File: src/rtl/mem_port_scheduler.sv
// Memory port scheduler: picks the older of the load-buffer head and the
// store-buffer head, drives a single outstanding data-memory access and
// returns load data as a one-cycle writeback pulse. Stores only issue once
// they reach the ROB head. Loads are speculative, so a flush can kill them.
module mem_port_scheduler #(
    parameter int ROB_W = 5,
    parameter int AW    = 16,
    parameter int DW    = 16
) (
    input  logic             clk,
    input  logic             n_rst,
    input  logic             ld_valid,
    input  logic [ROB_W-1:0] ld_rob,
    input  logic [AW-1:0]    ld_addr,
    output logic             ld_ready,
    input  logic             st_valid,
    input  logic [ROB_W-1:0] st_rob,
    input  logic [AW-1:0]    st_addr,
    input  logic [DW-1:0]    st_data,
    output logic             st_ready,
    input  logic [ROB_W-1:0] rob_head,
    input  logic             flush,
    output logic             mem_req,
    output logic             mem_we,
    output logic [AW-1:0]    mem_addr,
    output logic [DW-1:0]    mem_wdata,
    input  logic             mem_gnt,
    input  logic             mem_rvalid,
    input  logic [DW-1:0]    mem_rdata,
    output logic             wb_valid,
    output logic [ROB_W-1:0] wb_rob,
    output logic [DW-1:0]    wb_data,
    output logic             busy
);

    typedef enum logic [1:0] {IDLE, REQ, WAIT, DRAIN} state_t;

    state_t           state_q, state_d;
    logic             isStore_q, isStore_d;
    logic [ROB_W-1:0] tag_q, tag_d;
    logic [AW-1:0]    addr_q, addr_d;
    logic [DW-1:0]    data_q, data_d;
    logic             wbValid_q, wbValid_d;
    logic [ROB_W-1:0] wbRob_q, wbRob_d;
    logic [DW-1:0]    wbData_q, wbData_d;

    logic [ROB_W-1:0] ldAge, stAge;
    logic             stElig, ldElig, pickStore, pickLoad;

    // Age arbitration: distance from rob_head (mod 2^ROB_W) orders the two heads.
    always_comb begin
        ldAge     = ld_rob - rob_head;
        stAge     = st_rob - rob_head;
        stElig    = st_valid && (st_rob == rob_head);
        ldElig    = ld_valid && !flush && !(st_valid && (stAge < ldAge));
        pickStore = stElig && (!ldElig || (stAge <= ldAge));
        pickLoad  = ldElig && !pickStore;
    end

    // Next-state, latched access fields, pop strobes and writeback capture.
    always_comb begin
        state_d   = state_q;
        isStore_d = isStore_q;
        tag_d     = tag_q;
        addr_d    = addr_q;
        data_d    = data_q;
        wbValid_d = 1'b0;
        wbRob_d   = wbRob_q;
        wbData_d  = wbData_q;
        ld_ready  = 1'b0;
        st_ready  = 1'b0;
        case (state_q)
            IDLE: begin
                if (n_rst && (pickStore || pickLoad)) begin
                    st_ready  = pickStore;
                    ld_ready  = pickLoad;
                    isStore_d = pickStore;
                    tag_d     = pickStore ? st_rob : ld_rob;
                    addr_d    = pickStore ? st_addr : ld_addr;
                    data_d    = pickStore ? st_data : '0;
                    state_d   = REQ;
                end
            end
            REQ: begin
                if (mem_gnt) begin
                    if (isStore_q)  state_d = IDLE;
                    else if (flush) state_d = DRAIN;
                    else            state_d = WAIT;
                end else if (flush && !isStore_q) begin
                    state_d = IDLE;
                end
            end
            WAIT: begin
                if (mem_rvalid) begin
                    if (!flush) begin
                        wbValid_d = 1'b1;
                        wbRob_d   = tag_q;
                        wbData_d  = mem_rdata;
                    end
                    state_d = IDLE;
                end else if (flush) begin
                    state_d = DRAIN;
                end
            end
            DRAIN: begin
                if (mem_rvalid) state_d = IDLE;
            end
            default: state_d = IDLE;
        endcase
    end

    // State and datapath registers; reset abandons any in-flight access.
    always_ff @(posedge clk or negedge n_rst) begin
        if (!n_rst) begin
            state_q   <= IDLE;
            isStore_q <= 1'b0;
            tag_q     <= '0;
            addr_q    <= '0;
            data_q    <= '0;
            wbValid_q <= 1'b0;
            wbRob_q   <= '0;
            wbData_q  <= '0;
        end else begin
            state_q   <= state_d;
            isStore_q <= isStore_d;
            tag_q     <= tag_d;
            addr_q    <= addr_d;
            data_q    <= data_d;
            wbValid_q <= wbValid_d;
            wbRob_q   <= wbRob_d;
            wbData_q  <= wbData_d;
        end
    end

    assign mem_req   = (state_q == REQ);
    assign mem_we    = (state_q == REQ) && isStore_q;
    assign mem_addr  = addr_q;
    assign mem_wdata = data_q;
    assign wb_valid  = wbValid_q;
    assign wb_rob    = wbRob_q;
    assign wb_data   = wbData_q;
    assign busy      = (state_q != IDLE);

endmodule

File: config.mk
export PLATFORM = sky130hd
export DESIGN_NAME = mem_port_scheduler
export DESIGN_NICKNAME = d
export VERILOG_FILES = /design/src/rtl/mem_port_scheduler.sv
export SDC_FILE = /design/constraint.sdc
export NUM_CORES = 1
export LEC_CHECK = 0
export CORE_UTILIZATION = 46
export DETAILED_ROUTE_END_ITERATION = 10
export GPL_ROUTABILITY_DRIVEN = 0
export GPL_TIMING_DRIVEN = 1
export HOLD_SLACK_MARGIN = 0.15
export PLACE_DENSITY = 0.86
export SLEW_MARGIN = 20
export SYNTH_ARGS = -nofsm -noshare
export SYNTH_HDL_FRONTEND = slang
export SYNTH_SLANG_ARGS = --single-unit
File: constraint.sdc
create_clock -name clk -period 7.5 [get_ports clk]
set_input_delay 1.5 -clock clk [delete_from_list [all_inputs] [get_ports clk]]
set_output_delay 1.5 -clock clk [all_outputs]
set_load 0.02 [all_outputs]
==> run summary, run 1 <==
The remaining routing DRC violations is 0. The net count of the finished layout is about 500. The count of pins on the block boundary is between 100 and 150. The overall power of the completed layout came out at around 1.6 mW. The count of final hold-check violations came to 0.

The end of the worst register-to-register path is wb_data[15]. For the worst setup path, the data required time is approximately 6000 ps. The post-CTS resize count came out at 0.

The synthesized cell area is roughly 3400 um^2. The clock tree skew after final layout came out at around 9.0 ps. Entering global routing, the biggest net connects 64 pins. Measured against the total synthesized area, the mux share comes to between 30% and 40%.

The critical path crosses 15 cells after its start point. The worst slew margin relative to its limit came out at 27.52%. The synthesized design devotes to its leading area cell type between 40% and 50% of total area. The CTS tree is built. The total power per unit cell area is between 300 and 400 nW/um^2. The number of distinct library cells after synthesis came out at 34. The share of synthesized cell area in and, or, nand and nor gates came out at 5.013%. Counting tap cells, the placed design contains a total of ~490 instances.

The count of nets left with antenna violations after detail routing is 0. The kind of start point of the critical path is a primary input. The count of buffer and inverter cells on the critical path is 4.

The post-route clock period utilization came out at approximately 86%. The portion of the post-synthesis area used by sequential elements is 45.71%. The floorplan die area came out at between 7000 and 8000 um^2.

In this run the mean area of a mapped cell was about 13 um^2. With fillers left out, the area of the finished cells amounts to 5070 um^2. The average via count per standard cell is approximately 4.9. The most area-hungry cell type in the Yosys netlist is sky130_fd_sc_hd__dfrtp_1.

The tightest min-delay check is of the reg2reg type. The class of the most critical setup path is in2out. The die height came out at between 80 and 90 um. The global-route wire length before repair is approximately 13000 um. The via count of the first global-routing pass came out at approximately 2.6k. The flow ran to the end, and the final reports show no timing, DRC or antenna violations. The total global routing track utilization is 21.74%.

The buffer depth of the longest clock path is 2. The compound-gate portion of the synthesized area is under 10%. For this run, the slowest stage of the critical path takes between 600 and 700 ps. After the flow finishes, the layout carries non-filler instances totaling 504.

The number of synthesis warnings came out at 0. Setup violations remaining at the end of the flow were counted as 0. The count of buffers inserted at the top-level ports is ~140. The number of nets produced by synthesis is ~360. The maximum operating frequency is around 150 MHz. The setup slack at placement is between 1000 and 1500 ps. The antenna diode instance count is 0.

The starting utilization of the core area is between 40 and 50%. The aggregate negative setup slack is 0 ps. The adder-cell share of the synthesized area is between 5 and 6%. The filler cells instantiated in the layout total 478.

The reg-to-reg setup timing slack came out at 5440 ps. The number of antenna violations at the first check in global routing is 0. The number of clock sinks seen by CTS is 62.

The worst path in the final design needs a cycle of between 6000 and 7000 ps, including I/O delays and setup. The origin of the critical flop-to-flop path is state_q[0]. The total of max-cap violations is 0. For this run the aggregate overflow at the end of global routing stands at 0. The xor and xnor fraction of the mapped netlist area came out at ~2.6%.

For this design, the slowest cell found on the critical path is sky130_fd_sc_hd__clkdlybuf4s50_1. The area of the placeable core came out at a little under 7000 um^2. The TritonCTS buffer count came out at 9. The number of cell rows is 30.

Summing over every cut layer, the via total after detailed routing is approximately 2.4k. In this run the horizontal extent of the chip is roughly 90 um. The number of synthesized register bits came out at 62. The combinational family with the most area after synthesis is multiplexers. The final critical-path setup slack came out at 1013 ps. The actual slew at the worst max-slew pin came out at approximately 1100 ps. The layout overhead on the synthesized area is 49.35%.

In this run the most critical hold path is launched from wb_data[13]. The deepest level of the CTS H-tree is 3. The total setup buffers inserted after CTS is 0. Counting every instance in the synthesized netlist gives approximately 260. The dominant delay contributor by cell family on the critical path is buffers and inverters. The data arrival time at the worst-slack endpoint is 4990 ps. Setup repair after global routing left no endpoint under its margin. For this block, the routed nets add up to 8016 um of wire. The worst setup path is captured at an output port. The worst hold path terminates at wb_data[13]. The placed wire-length estimate came out at around 6000 um. The depth of the most critical reg-to-reg path came out at 3. The layout cell share with drive strength beyond 1 came out at between 20% and 30%.

The first detailed-routing pass took 4 iterations. The clock edge transition at the registers on the reported setup and hold paths is 70 ps. The max-slew violation count is 0. The peak ir drop on the vdd network came out at roughly 0.17 mV.

The area after detailed placement came out at 4848 um^2. The peak fanout along the critical path came out at 3. After synthesis, the cell types taking the most area are sky130_fd_sc_hd__dfrtp_1, sky130_fd_sc_hd__mux2_4, sky130_fd_sc_hd__mux2_2. The total of hold buffers inserted after clock tree synthesis is 0.

The static leakage power is around 2.2 nW. After detailed routing, the average wire length per cell comes to approximately 16 um. The later pin in the worst-skew pair is clocked with a latency of roughly 330 ps. The number of DRC markers in iteration 0 came out at between 50 and 60. Along the worst hold path, the cell count comes to 1. The signal on the critical path passes through clkdlybuf4s50_1, inv_1, ha_1, inv_1, fa_1, a21o_1, a21oi_1, xnor2_1, ha_1, nand4_1, o221a_2, a21boi_2, o211a_2, and2_1, clkdlybuf4s50_1. In this run the clock root is driven by a sky130_fd_sc_hd__clkbuf_8.
-- area by class of cell --
cell class | instances | area [um^2] | share of cell area [%]
Clock inverter | 7 | 97.59 | 1.925
Clock buffer | 9 | 123.9 | 2.443
Inverter | 26 | 97.59 | 1.925
Tap cell | 96 | 120.1 | 2.369
Timing Repair Buffer | 147 | 1459 | 28.78
Multi-Input combinational cell | 157 | 1620 | 31.96
Sequential cell | 62 | 1551 | 30.60
-- layer usage --
metal | track usage [%] | part of all wire (%) | vias to the layer above
li1 | - | - | 1169
met1 | 26.13 | 41 | 1162
met2 | 36.86 | 50 | 104
met3 | 6.126 | 7.6 | 10
met4 | 8.644 | 1.5 | 0
met5 | 0 | 0 | -
-- cells in the mapped netlist --
| master | instances |
|---|---|
| sky130_fd_sc_hd__o21a_4 | 1 |
| sky130_fd_sc_hd__a211oi_1 | 1 |
| sky130_fd_sc_hd__mux2i_1 | 17 |
| sky130_fd_sc_hd__clkbuf_1 | 1 |
| sky130_fd_sc_hd__dfrtp_1 | 62 |
| sky130_fd_sc_hd__xor2_1 | 4 |
| sky130_fd_sc_hd__nor2b_1 | 4 |
| sky130_fd_sc_hd__nand3b_1 | 1 |
| sky130_fd_sc_hd__o221ai_1 | 2 |
| sky130_fd_sc_hd__buf_12 | 2 |
| sky130_fd_sc_hd__nand2b_1 | 1 |
| sky130_fd_sc_hd__a21boi_2 | 1 |
| sky130_fd_sc_hd__o21ai_0 | 3 |
| sky130_fd_sc_hd__o211a_1 | 1 |
| sky130_fd_sc_hd__ha_1 | 12 |
| sky130_fd_sc_hd__nor3b_1 | 1 |
| sky130_fd_sc_hd__and2_1 | 2 |
| sky130_fd_sc_hd__nor2_1 | 2 |
| sky130_fd_sc_hd__mux2_2 | 23 |
| sky130_fd_sc_hd__nand4_1 | 1 |
| sky130_fd_sc_hd__buf_2 | 2 |
| sky130_fd_sc_hd__and4_1 | 1 |
| sky130_fd_sc_hd__and3b_1 | 1 |
| sky130_fd_sc_hd__fa_1 | 2 |
| sky130_fd_sc_hd__a21o_1 | 4 |
| sky130_fd_sc_hd__o221a_2 | 1 |
| sky130_fd_sc_hd__nand2_1 | 18 |
| sky130_fd_sc_hd__xnor2_1 | 6 |
| sky130_fd_sc_hd__buf_4 | 2 |
| sky130_fd_sc_hd__and3_1 | 2 |
| sky130_fd_sc_hd__buf_6 | 5 |
| sky130_fd_sc_hd__inv_1 | 26 |
| sky130_fd_sc_hd__a21oi_1 | 5 |
| sky130_fd_sc_hd__mux2_4 | 40 |
-- stage by stage --
stage          hold WS (ps)  util [%]
2_1_floorplan         476.2         -
3_3_place_gp          489.0     69.82
3_5_place_dp          489.1     69.82
4_1_cts               509.9     73.01
5_1_grt               528.4     73.01
6_report              509.2     73.01
-- state kept, by name, indices dropped and copies added, names as in the netlist --
signal,flops
wb_data,16
isStore_q,1
mem_wdata,16
wb_rob,5
wb_valid,1
tag_q,5
state_q,2
mem_addr,16
-- layout by cell type, fill, tap and decap left out, types with 2 or more instances in the layout --
cell / synthesis / routed
sky130_fd_sc_hd__clkdlybuf4s50_1: 0 / 143
sky130_fd_sc_hd__dfrtp_1: 62 / 62
sky130_fd_sc_hd__mux2_4: 40 / 40
sky130_fd_sc_hd__inv_1: 26 / 26
sky130_fd_sc_hd__mux2_2: 23 / 23
sky130_fd_sc_hd__nand2_1: 18 / 18
sky130_fd_sc_hd__mux2i_1: 17 / 17
sky130_fd_sc_hd__ha_1: 12 / 12
sky130_fd_sc_hd__clkbuf_8: 0 / 9
sky130_fd_sc_hd__xnor2_1: 6 / 6
sky130_fd_sc_hd__a21oi_1: 5 / 5
sky130_fd_sc_hd__nor2b_1: 4 / 4
sky130_fd_sc_hd__a21o_1: 4 / 4
sky130_fd_sc_hd__xor2_1: 4 / 4
sky130_fd_sc_hd__o21ai_0: 3 / 3
sky130_fd_sc_hd__buf_4: 2 / 3
sky130_fd_sc_hd__nor2_1: 2 / 2
sky130_fd_sc_hd__and2_1: 2 / 2
sky130_fd_sc_hd__and3_1: 2 / 2
sky130_fd_sc_hd__o221ai_1: 2 / 2
sky130_fd_sc_hd__fa_1: 2 / 2
sky130_fd_sc_hd__bufinv_16: 0 / 2
sky130_fd_sc_hd__clkinvlp_4: 0 / 2
-- worst max-delay path by stage --
stage	from	endpoint	slack [ps]
CTS	ld_rob[0]	st_ready	1000
floorplan	ld_rob[0]	st_ready	1990
global route	ld_rob[0]	st_ready	860
finish	ld_rob[0]	st_ready	1010
global placement	ld_rob[0]	st_ready	1130
detailed placement	ld_rob[0]	st_ready	1000
-- logic make-up after synthesis --
| group | after synthesis |
|---|---|
| AOI/OAI and AO/OA | 19 |
| buffers and inverters | 38 |
| muxes | 80 |
| xor gates and xnor gates | 10 |
| and+or+nand+nor | 34 |
| DFF | 62 |
| adders and majority gates | 14 |
-- report_power, final --
part	leakage, nW	internal, mW	switching (mW)
logic	1.28	0.411	0.317
clock network	0.106	0.188	0.139
registers	0.787	0.468	0.0744
total	2.17	1.07	0.531
Note: power is estimated with default switching activity, not from simulation.
==> run 2: changes to the inputs <==
- CORE_UTILIZATION: 46 -> 43
- GPL_TIMING_DRIVEN: 1 -> unset
- PLACE_DENSITY: 0.86 -> 0.81
- clock period: 7.5 -> 6.35 ns (I/O delays scaled with it)
==> run summary, run 2 (synthesis gave the netlist of run 1 again) <==
The run finished with clean final reports. The cell area after layout is 5054 um^2 (-0.32%). The remaining routing DRC violations came out at 0 (unchanged). By startpoint and endpoint, the worst setup path is classified as in2out. The shortest clock period the worst path allows after layout came out at approximately 6000 ps. The placed wire-length estimate came out at 5685 um (-5.6%).

The library cell used most frequently in the layout, excluding fill and tap cells, is sky130_fd_sc_hd__clkdlybuf4s50_1. The total of hold buffers inserted after clock tree synthesis came to 0 (unchanged). The total wirelength of the detailed-routed design is 7703 um (-3.9%). The top cell types in the final layout, fill and taps aside, are sky130_fd_sc_hd__clkdlybuf4s50_1, sky130_fd_sc_hd__dfrtp_1, sky130_fd_sc_hd__mux2_4, sky130_fd_sc_hd__inv_1, sky130_fd_sc_hd__mux2_2. The average via count per standard cell came out at 4.806 (-0.93%). The via count of the first global-routing pass came out at 2552 (-1.4%). The starting utilization of the core area is 44.16% (-4.7 points). The die height came out at 90.85 um (+3.4%). The count of final hold-check violations came to 0 (unchanged). The critical path goes through clkdlybuf4s50_1, inv_1, ha_1, inv_1, fa_1, a21o_1, a21oi_1, xnor2_1, ha_1, nand4_1, o221a_2, a21boi_2, o211a_2, and2_1, clkdlybuf4s50_1. The number of fillers in the final layout was 602 (+26%). The clock tree skew after final layout came out at 6.091 ps (-2.865 ps). The kind of start point of the critical path is a primary input. The number of antenna violations at the first check in global routing is 0 (unchanged).

TritonCTS built the clock tree. The global-route wire length before repair came to 12520 um (-0.22%). The static leakage power is 2.167 nW (-0.27%). The overall overflow remaining after global route is 0 (unchanged).

The worst slew margin relative to its limit is 48.89% (+21 points). The aggregate negative setup slack is 0 ps (unchanged). The worst hold path belongs to the class reg2reg. The actual slew at the worst max-slew pin is 766.6 ps (-320.6 ps). The post-CTS resize count came out at 0 (unchanged). The worst setup path is captured at an output port.

The area after detailed placement is 4863 um^2 (+0.31%). The max-slew violation count came to 0 (unchanged). The count of pins on the block boundary came out at 145 (unchanged). The number of cell rows is 32 (+6.7%). The total global routing track utilization is 19.41% (-2.3 points).

The area of the placeable core is 7687 um^2 (+11%). The final net count came out at 504 (+0.20%). The pin count of the biggest net entering global routing is 64 (unchanged).

The root buffer cell chosen for the clock tree is sky130_fd_sc_hd__clkbuf_8. The number of DRC markers in iteration 0 came to 51 (unchanged). The total of max-cap violations came out at 0 (unchanged). The final critical-path setup slack was 355.2 ps (-657.4 ps). The peak ir drop on the vdd network came out at 0.2386 mV (+38%). The layout cell share with drive strength beyond 1 is 21.32% (unchanged).

The number of clock sinks seen by CTS is 62 (unchanged). The TritonCTS buffer count came out at 9 (unchanged). The via total after detailed routing came to 2451 (+0.25%). The worst hold slack is 506.8 ps (-2.391 ps). The critical path data required time came out at 5080 ps (-920 ps).

Setup repair after global routing left no endpoint under its margin. The antenna diode instance count is 0 (unchanged). The data arrival time at the worst-slack endpoint was 4720 ps (-270 ps). The count of nets left with antenna violations after detail routing came out at 0 (unchanged). The floorplan die area came out at 8254 um^2 (+6.8%).

The setup-violating endpoint count in the final report came out at 0 (unchanged). The total power per unit cell area is 362.6 nW/um^2 (+15%). The highest cell delay on the worst timing path is 640 ps (about the same). The layout overhead on the synthesized area is 48.88%. The count of buffers inserted at the top-level ports came out at 144 (unchanged). The width of the die came out at 90.85 um (+3.4%). The buffer depth of the longest clock path is 2 (unchanged). The deepest level of the CTS H-tree is 3 (unchanged). The iteration count of the initial detailed-routing pass is 4 (unchanged). The critical path's slowest cell is sky130_fd_sc_hd__clkdlybuf4s50_1. The setup slack at placement came out at 374.8 ps (-629.8 ps).

The routed wire length per instance is 15.10 um (-5.0%). The maximum operating frequency is 166.8 MHz. The clock edge transition at the registers on the reported setup and hold paths is 60 ps (about the same).

The total setup buffers inserted after CTS came out at 0 (unchanged). The number of cells after detailed placement is 495 (+1.4%). The clock latency of the later-clocked register in the worst-skew pair was 330 ps (about the same). After layout, the worst path uses a little over nine tenths of the clock period.

The final non-filler cell total came out at 510 (+1.2%). The peak fanout along the critical path is 4 (+1).
## run 2: final timing paths
kind                            start           to  slack (ps)  depth (start not counted)
hold reg to reg            wb_data[4]   wb_data[4]         510                          1
hold / removal             wb_data[4]   wb_data[4]         510                          1
max in group asynchronous       n_rst     tag_q[1]        4680                          2
min in group asynchronous       n_rst  mem_addr[7]        1180                          2
setup / recovery            ld_rob[0]     st_ready         360                         15
setup reg to reg           state_q[1]  mem_addr[7]        4660                          4
## run 2: area by class of cell
type | count | area [um^2] | area share, %
clock buffers | 11 | 141.4 | 2.798
clock inverters | 4 | 47.55 | 0.9408
inverters | 26 | 97.59 | 1.931
multi-input cells | 157 | 1622 | 32.09
flip-flops and latches | 62 | 1551 | 30.70
well taps | 102 | 127.6 | 2.525
repair buffers | 148 | 1466 | 29.02
## run 2: where the power goes
group / leakage (nW) / switching, mW / internal [mW] / total, mW
logic: 1.28 / 0.369 / 0.486 / 0.855
registers: 0.787 / 0.0885 / 0.553 / 0.642
clock network: 0.0952 / 0.147 / 0.189 / 0.336
total: 2.17 / 0.605 / 1.23 / 1.83
## run 2: routing by layer
metal,track usage (%),wire [um]
met3,5.219,486
met4,6.217,80
met5,0,0
met1,24.84,3460
met2,31.94,3676
## run 2: metrics by stage
step	power, mW	utilization [%]
after floorplan	1.098	-
after global placement	1.487	63.27
after detailed placement	1.505	63.27
after CTS	1.848	65.72
after global routing	1.927	65.74
final	1.832	65.74
## run 2: worst max-delay path, delay by kind of cell
kind            cells  cell delay [ps]
simple gates        2              260
buf+inv             4             1220
compound gates      5             1020
fa+ha+maj           3              850
xor+xnor            1              110
